--- config.mk ---
export PLATFORM = sky130hd
export DESIGN_NAME = conv_8x8_ctrl
export DESIGN_NICKNAME = d
export VERILOG_FILES = /design/src/rtl/conv8_pkg.sv /design/src/rtl/conv_8x8_ctrl.sv
export SDC_FILE = /design/constraint.sdc
export NUM_CORES = 1
export LEC_CHECK = 0
export ABC_AREA = 0
export BUFFER_PORTS_ARGS = -buffer_cell sky130_fd_sc_hd__buf_2
export CAP_MARGIN = 5
export CORE_MARGIN = 10
export CORE_UTILIZATION = 49
export CTS_CLUSTER_SIZE = 8
export DETAILED_ROUTE_END_ITERATION = 8
export PLACE_DENSITY = 0.8
export SYNTH_ARGS = -nofsm -noshare
export SYNTH_HDL_FRONTEND = slang
export SYNTH_SLANG_ARGS = --single-unit
--- constraint.sdc ---
create_clock -name clk -period 2.5 [get_ports clk]
set_input_delay 0.25 -clock clk [delete_from_list [all_inputs] [get_ports clk]]
set_output_delay 0.25 -clock clk [all_outputs]
set_load 0.05 [all_outputs]
--- src/rtl/conv8_pkg.sv ---
// conv8_pkg -- shared constants and FSM state type for the 8x8 conv sequencer.
//   Geometry: 8x8 image of 2-bit pixels, 3x3 filter, 6x6 result.
//   Bus widths: ROW_W (one image row), IN_W (whole image), FILT_W, OUT_W.
package conv8_pkg;

  localparam int PIX_W   = 2;
  localparam int IMG_DIM = 8;
  localparam int K_DIM   = 3;
  localparam int OUT_DIM = 6;

  localparam int ROW_W  = PIX_W * IMG_DIM;            // 16
  localparam int IN_W   = ROW_W * IMG_DIM;            // 128
  localparam int FILT_W = PIX_W * K_DIM * K_DIM;      // 18
  localparam int OUT_W  = PIX_W * OUT_DIM * OUT_DIM;  // 72

  typedef enum logic [1:0] {
    IDLE = 2'd0,
    LOAD = 2'd1,
    WAIT = 2'd2,
    DONE = 2'd3
  } state_t;

endpackage

--- src/rtl/conv_8x8_ctrl.sv ---
// conv_8x8_ctrl -- frame sequencer for the 8x8 convolution array.
//   Collects eight 16-bit row beats into the 128-bit image bus, holds the
//   18-bit filter, waits the array latency, then captures and offers the
//   72-bit result on a valid/ready port.
// Ports:
//   clk, rst_n            clock, synchronous active-low reset
//   cfg_filter[_we]       filter write (ignored while the array computes)
//   row_valid/ready/data  upstream row stream
//   res_valid/ready/data  result stream
//   busy                  high whenever not IDLE
//   conv_in/conv_filter   buses to the array
//   conv_out              result bus from the array
//   frame_cnt             (CONV_CTRL_FRAME_CNT_EN only) result handshake count
// Build option: define CONV_CTRL_FRAME_CNT_EN to add the frame counter port.
module conv_8x8_ctrl
  import conv8_pkg::*;
#(
  parameter int MAC_LAT = 2
) (
  input  logic              clk,
  input  logic              rst_n,
  input  logic [FILT_W-1:0] cfg_filter,
  input  logic              cfg_filter_we,
  input  logic              row_valid,
  output logic              row_ready,
  input  logic [ROW_W-1:0]  row_data,
  output logic              res_valid,
  input  logic              res_ready,
  output logic [OUT_W-1:0]  res_data,
  output logic              busy,
  output logic [IN_W-1:0]   conv_in,
  output logic [FILT_W-1:0] conv_filter,
  input  logic [OUT_W-1:0]  conv_out
`ifdef CONV_CTRL_FRAME_CNT_EN
  ,
  output logic [15:0]       frame_cnt
`endif
);

  // The first WAIT cycle is the one in which the completed image bus first
  // reaches the array; counting to MAC_LAT from there places the capture
  // edge MAC_LAT+1 edges after the last row is accepted, i.e. once the
  // array's output for this image is stable.
  localparam logic [3:0] LAT_END = 4'(MAC_LAT);

  state_t     state;
  logic [2:0] row_cnt;
  logic [3:0] lat_cnt;

  assign row_ready = (state == IDLE) || (state == LOAD);
  assign busy      = (state != IDLE);

  always_ff @(posedge clk) begin
    if (!rst_n) begin
      state       <= IDLE;
      row_cnt     <= 3'd0;
      lat_cnt     <= 4'd0;
      conv_in     <= '0;
      conv_filter <= '0;
      res_data    <= '0;
      res_valid   <= 1'b0;
    end else begin
      // Filter is frozen while the array computes so the result matches
      // the filter that was on the bus when the image completed.
      if (cfg_filter_we && (state != WAIT))
        conv_filter <= cfg_filter;

      unique case (state)
        IDLE: begin
          if (row_valid) begin
            conv_in[ROW_W-1:0] <= row_data;
            row_cnt            <= 3'd1;
            state              <= LOAD;
          end
        end
        LOAD: begin
          // conv_in is overwritten in place; rows of the previous frame
          // stay visible until replaced.
          if (row_valid) begin
            conv_in[ROW_W*row_cnt +: ROW_W] <= row_data;
            if (row_cnt == 3'd7) begin
              row_cnt <= 3'd0;
              lat_cnt <= 4'd0;
              state   <= WAIT;
            end else begin
              row_cnt <= row_cnt + 3'd1;
            end
          end
        end
        WAIT: begin
          lat_cnt <= lat_cnt + 4'd1;
          if (lat_cnt == LAT_END) begin
            res_data  <= conv_out;
            res_valid <= 1'b1;
            state     <= DONE;
          end
        end
        DONE: begin
          if (res_ready) begin
            res_valid <= 1'b0;
            state     <= IDLE;
          end
        end
        default: state <= IDLE;
      endcase
    end
  end

`ifdef CONV_CTRL_FRAME_CNT_EN
  always_ff @(posedge clk) begin
    if (!rst_n)
      frame_cnt <= 16'd0;
    else if ((state == DONE) && res_ready)
      frame_cnt <= frame_cnt + 16'd1;
  end
`endif

endmodule

Word-level counts from Yosys, hierarchy flattened
Cells that the tools add are included.
Storage, ports and cells
  register bits after elaboration: 228
  input port bits: 111
  output and inout port bits: 221
  logic and storage cells: 57
Operators by class
  add/sub/neg operators: 3
  equal/unequal tests: 11
  shifts and indexed selects: 2
  mux-type cells: 20
  reduce and logical (&&, ||, !) cells: 13
Operators with widths (number)
  bitwise mux 128 bit: 1
  variable shift 16 x 34 -> 128 bit, first input constant: 1
  indexed part select 16 x 34 -> 128 bit: 1
  negator 7 -> 34 bit: 1
  2-to-1 mux 16 bit: 2
  case mux 16 bit (2 select lines): 1
  2-to-1 mux 2 bit: 5
  inequality test 2 bit, second input constant: 5
  2-to-1 mux 3 bit: 3
  AND reduction 3 bit: 3
  2-to-1 mux 4 bit: 2
  case mux 2 bit (4 select lines): 1
  case mux 4 bit (2 select lines): 1
  nonzero test 2 bit: 4
  case mux 3 bit (2 select lines): 1
  AND reduction 5 bit: 1
  adder 4 x 1 -> 4 bit, second input constant: 1
  equality test 2 bit, second input constant: 2
  equality test 4 x 2 -> 1 bit, second input constant: 1
  AND reduction 2 bit: 2
  adder 3 x 1 -> 3 bit, second input constant: 1
  equality test 3 bit, second input constant: 1
  equality test 2 x 1 -> 1 bit, second input constant: 1
  zero test 2 bit: 1
  5 further kinds: 6

Depth between registers and ports, before layout
  depth after elaboration: 5
  depth in mapped cells: 9
  mapped depth without buffers: 6

Least setup slack after synthesis
Ideal clock, no wire load.
  path type: flip-flop to flip-flop
  from: register row_cnt[0]
  to: register conv_in[10]
  library setup time: 0.072 ns
  arrival time: 2.225 ns
  required time: 2.428 ns
  setup slack: 0.203 ns
  cell stages (with the launch flop): 10
  path buffers: 3
  period minus slack after synthesis: 2.297 ns
  cell sequence: dfxtp_1 -> buf_6 -> inv_1 -> ha_1 -> ha_1 -> buf_2 -> nor3b_1 -> a32oi_2 -> buf_4 -> mux2i_1
Between the ends
  word-level cells in the longest chain between the ends: 5
  elaborated cells on any way between the ends: 6
  those cells by class: 1 x add/sub; 2 x shift; 3 x mux
RTL lines
  start: declaration: RTL line conv_8x8_ctrl.sv:47  | logic [2:0] row_cnt;
  start signal: assignment: RTL line conv_8x8_ctrl.sv:86  | row_cnt <= row_cnt + 3'd1;
  negator 7 -> 34 bit (*): RTL line conv_8x8_ctrl.sv:80  | conv_in[ROW_W*row_cnt +: ROW_W] <= row_data;
  indexed part select 16 x 34 -> 128 bit / variable shift 16 x 34 -> 128 bit (equally long branches): RTL line conv_8x8_ctrl.sv:80
  bitwise mux 128 bit (*): RTL line conv_8x8_ctrl.sv:80
  2-to-1 mux 16 bit (*): RTL line conv_8x8_ctrl.sv:79  | if (row_valid) begin
  case mux 16 bit (2 select lines) (*): RTL line conv_8x8_ctrl.sv:68  | unique case (state)
  end signal: indexed assignment: RTL line conv_8x8_ctrl.sv:71  | conv_in[ROW_W-1:0] <= row_data;
  end signal: indexed assignment: RTL line conv_8x8_ctrl.sv:80
  end: declaration: RTL line conv_8x8_ctrl.sv:31  | output logic [IN_W-1:0] conv_in,
Mark *: on every way between the ends. The rest lies on a longest branch, timed or not. The select of a mux whose other input is x is not followed.
A chain may end at the register's enable or synchronous reset.

Worst setup path in the final report
  from: register row_cnt[1]
  to: register conv_in[74]
Between the ends
  word-level cells in the longest chain between the ends: 3
  elaborated cells on any way between the ends: 4
  those cells by class: 1 x add/sub; 2 x shift; 1 x mux
RTL lines (RTL line)
  negator 7 -> 34 bit (*): conv_8x8_ctrl.sv:80
  indexed part select 16 x 34 -> 128 bit / variable shift 16 x 34 -> 128 bit (equally long branches): conv_8x8_ctrl.sv:80
  bitwise mux 128 bit (*): conv_8x8_ctrl.sv:80
Mark *: on every way between the ends. The rest lies on a longest branch, timed or not.

==> key figures <==
STA
  – RSZ-0062 raised after global routing: no
  – Hold_ws: 0.0139 ns
  – Fmax: ~430 MHz
  – Worst-margin pin slew: between 0.6 and 0.7 ns
  – Final setup viols: 0
  – Clk_skew: roughly 0.013 ns
  – Final min period: around 2.3 ns
  – Slew Limit Fails: 0
  – Fin Setup TNS: 0 ns
  – Max_slew headroom: ~54%
  – Period utilisation layout: 93.7%
  – Final hold vios: 0

Run status
  – Status: completed

Clocking
  – CTS sink cnt: around 230
  – Clk buf depth: 3
  – Cts-stage hold buffer count: 73
  – CTS tree: built
  – CTS Buf Count: 34
  – Worst-Skew Late Latency: 0.50 ns
  – CTS resizes: 0
  – Max H-tree Level: 2
  – Root buffer cell: clkbuf_16
  – Worst-path clk slew: 0.05 ns
  – Number of setup buffers added after CTS: 0

Drt
  – Routed vias: around 8700
  – Vias per std cell: 5.35
  – Initial DRC count: approximately 650
  – Final ANT Viol Nets: 0
  – Router iterations before antenna repair: 5
  – Final wirelength: ~32 mm
  – DRC errors left: 0
  – Per-cell routed wire length: 19.5 um

Floorplanning
  – Row cnt: 48
  – Starting Density: around half
  – Die ar.: about 0.024 mm2
  – Num ports: roughly 330
  – Die Wd: between 150 and 200 um
  – Core Area: between 0.015 and 0.02 mm2
  – Die height: around 150 um

Power and ir drop
  – Switch Pwr: roughly 2.9 mW
  – Leak: roughly 5.4 nW
  – Clock share of power: 41.6%
  – Internal power: about 7.0 mW
  – VDD IR-drop max: a little under 500 uV
  – Switch share: 29.4%
  – Pwr dens: about 800 mW/mm2
  – Gate power share: 19.1%
  – Seq pwr share: between 30% and 40%

Synthesis
  – Syn_area_per_cell: 8.87 um2
  – Syn Std Cell Area: 0.00882 mm2
  – Most used flip-flop cell after synthesis: dfxtp_1
  – Yosys cell types: 43
  – Cell with the most instances after synthesis: nand2_1
  – Top-area cell type share of the netlist area: between 50% and 60%
  – Async set or reset register ratio after synthesis: 0%
  – Synthesized instance count: ~1000
  – Synth area leaders: dfxtp_1, nand2_1, mux2i_1
  – Post-synth EDFFs: 0
  – Area leader, netlist: dfxtp_1
  – Seq/Total Area, Yosys: roughly half
  – Register bit total from synthesis: 228
  – Commonest cells post-synth: nand2_1, dfxtp_1, mux2i_1
  – Synth warn: 0
  – Syn Nets: 1118

Setup path
  – Worst Setup Start Kind: flop
  – WP data required: 2.91 ns
  – Crit Path Category: flop to flop
  – CP Capture Type: flop
  – Arrival time worst endpoint: approximately 2.8 ns
  – Crit path max fanout: 16

Finish
  – Layout area overhead: 40.5%
  – Post-Layout Cell Count: 1619
  – Final nets: 1511
  – Fill cell count: 1223
  – Fraction of layout instances using a drive strength above 1: around 29%

GRT
  – Vias in the first global route: 8883
  – Global Route Usage Sum: roughly 25%
  – Antenna violations before repair: 5
  – Pin count of the biggest net entering global routing: 109
  – Gr ovfl total: 0
  – Global-route wire length before repair: between 40 and 50 mm

Place
  – Port-buffer cells: ~330
  – Gpl congestion: roughly 0.84
  – Hpwl dp: 20.7 mm
  – Cell total after placement: around 1500

Run
  – Maxcap violations: 0

Worst hold path
  – Hold crit path type: input pin to flop
==> sequential cells by signal, indices dropped and copies added, names as in the netlist <==
| register | count |
|---|---|
| conv_filter | 18 |
| res_valid | 1 |
| conv_in | 128 |
| res_data | 72 |
| state | 2 |
| row_cnt | 3 |
| lat_cnt | 4 |
==> critical path: stages, from the launching register on <==
cell     delay, ns
dfxtp_1       0.48
inv_1         0.11
ha_1          0.20
ha_1          0.53
o31ai_4       0.19
nor3_4        0.19
buf_4         0.30
mux2i_1       0.26
==> layout by cell type (no fill, tap or decap), types with 2 or more instances in the layout <==
| cell type | instances |
|---|---|
| nand2_1 | 362 |
| buf_2 | 330 |
| dfxtp_1 | 228 |
| mux2i_1 | 130 |
| a21oi_1 | 94 |
| dlygate4sd3_1 | 73 |
| nand3_1 | 40 |
| clkbuf_16 | 35 |
| buf_4 | 19 |
| ha_1 | 13 |
| inv_1 | 9 |
| diode_2 | 5 |
| nor3_4 | 4 |
| nand2b_1 | 4 |
| buf_12 | 4 |
| nor2b_1 | 3 |
| nor2_2 | 3 |
| nor3b_1 | 3 |
| o21ai_0 | 3 |
| nand4_1 | 2 |
| nor2_1 | 2 |
| nand3b_1 | 2 |
| a2111o_1 | 2 |
==> routing by layer <==
metal | routed length [um] | share of wire [%] | global-route usage, % | vias up
li1 | - | - | - | 4054
met1 | 11600 | 37 | 27.4 | 4011
met2 | 15400 | 49 | 41.5 | 452
met5 | 0 | 0 | 0 | -
met3 | 2710 | 8.6 | 8.01 | 137
met4 | 1900 | 6.0 | 16.2 | 0
==> power groups by stage <==
stage	combinational [mW]	sequential (mW)	clock [mW]
after detailed placement	1.76	3.94	0
after global routing	2.00	3.89	4.33
after CTS	1.87	3.87	4.16
after global placement	1.73	3.94	0
final	1.88	3.88	4.11
after floorplan	0.890	4.33	0
==> path summary, 6_finish.rpt <==
check / startpoint / end / slack (ns) / cells after the start
max: row_cnt[1] / conv_in[74] / 0.16 / 7
min: conv_out[10] / res_data[10] / 0.01 / 3
max reg2reg: row_cnt[1] / conv_in[74] / 0.16 / 7
min reg2reg: res_data[60] / res_data[60] / 0.45 / 2
==> cell type report <==
type	instances	area (um2)	area share [%]
antenna	5	12.5	0.101
clock buffer	35	876	7.07
clock inverter	3	58.8	0.475
inverter	10	37.5	0.303
multi-input combinational	687	3950	31.9
sequential	228	4560	36.8
tap	225	282	2.27
timing repair buffer	426	2610	21.0
==> stage by stage <==
step	power (mW)	cell area [um2]	setup WS (ns)	utilization, %
2_1_floorplan	5.22	8820	0.203	-
3_3_place_gp	5.67	10700	0.313	61.3
3_5_place_dp	5.70	10700	0.194	61.3
4_1_cts	9.90	12400	0.172	70.8
5_1_grt	10.2	12400	0.0499	70.9
6_report	9.87	12400	0.158	70.9
==> kinds of logic (layout without fill, tap and decap cells) <==
group,after synthesis,count (layout),synth area share (%)
buffers and inverters,79,474,3.97
AOI/OAI and AO/OA,108,108,6.88
other,0,5,0
DFF,228,228,51.8
and+or+nand+nor,436,436,20.8
muxes,130,130,14.8
adders and majority gates,13,13,1.84
Note: power is estimated with default switching activity, not from simulation.
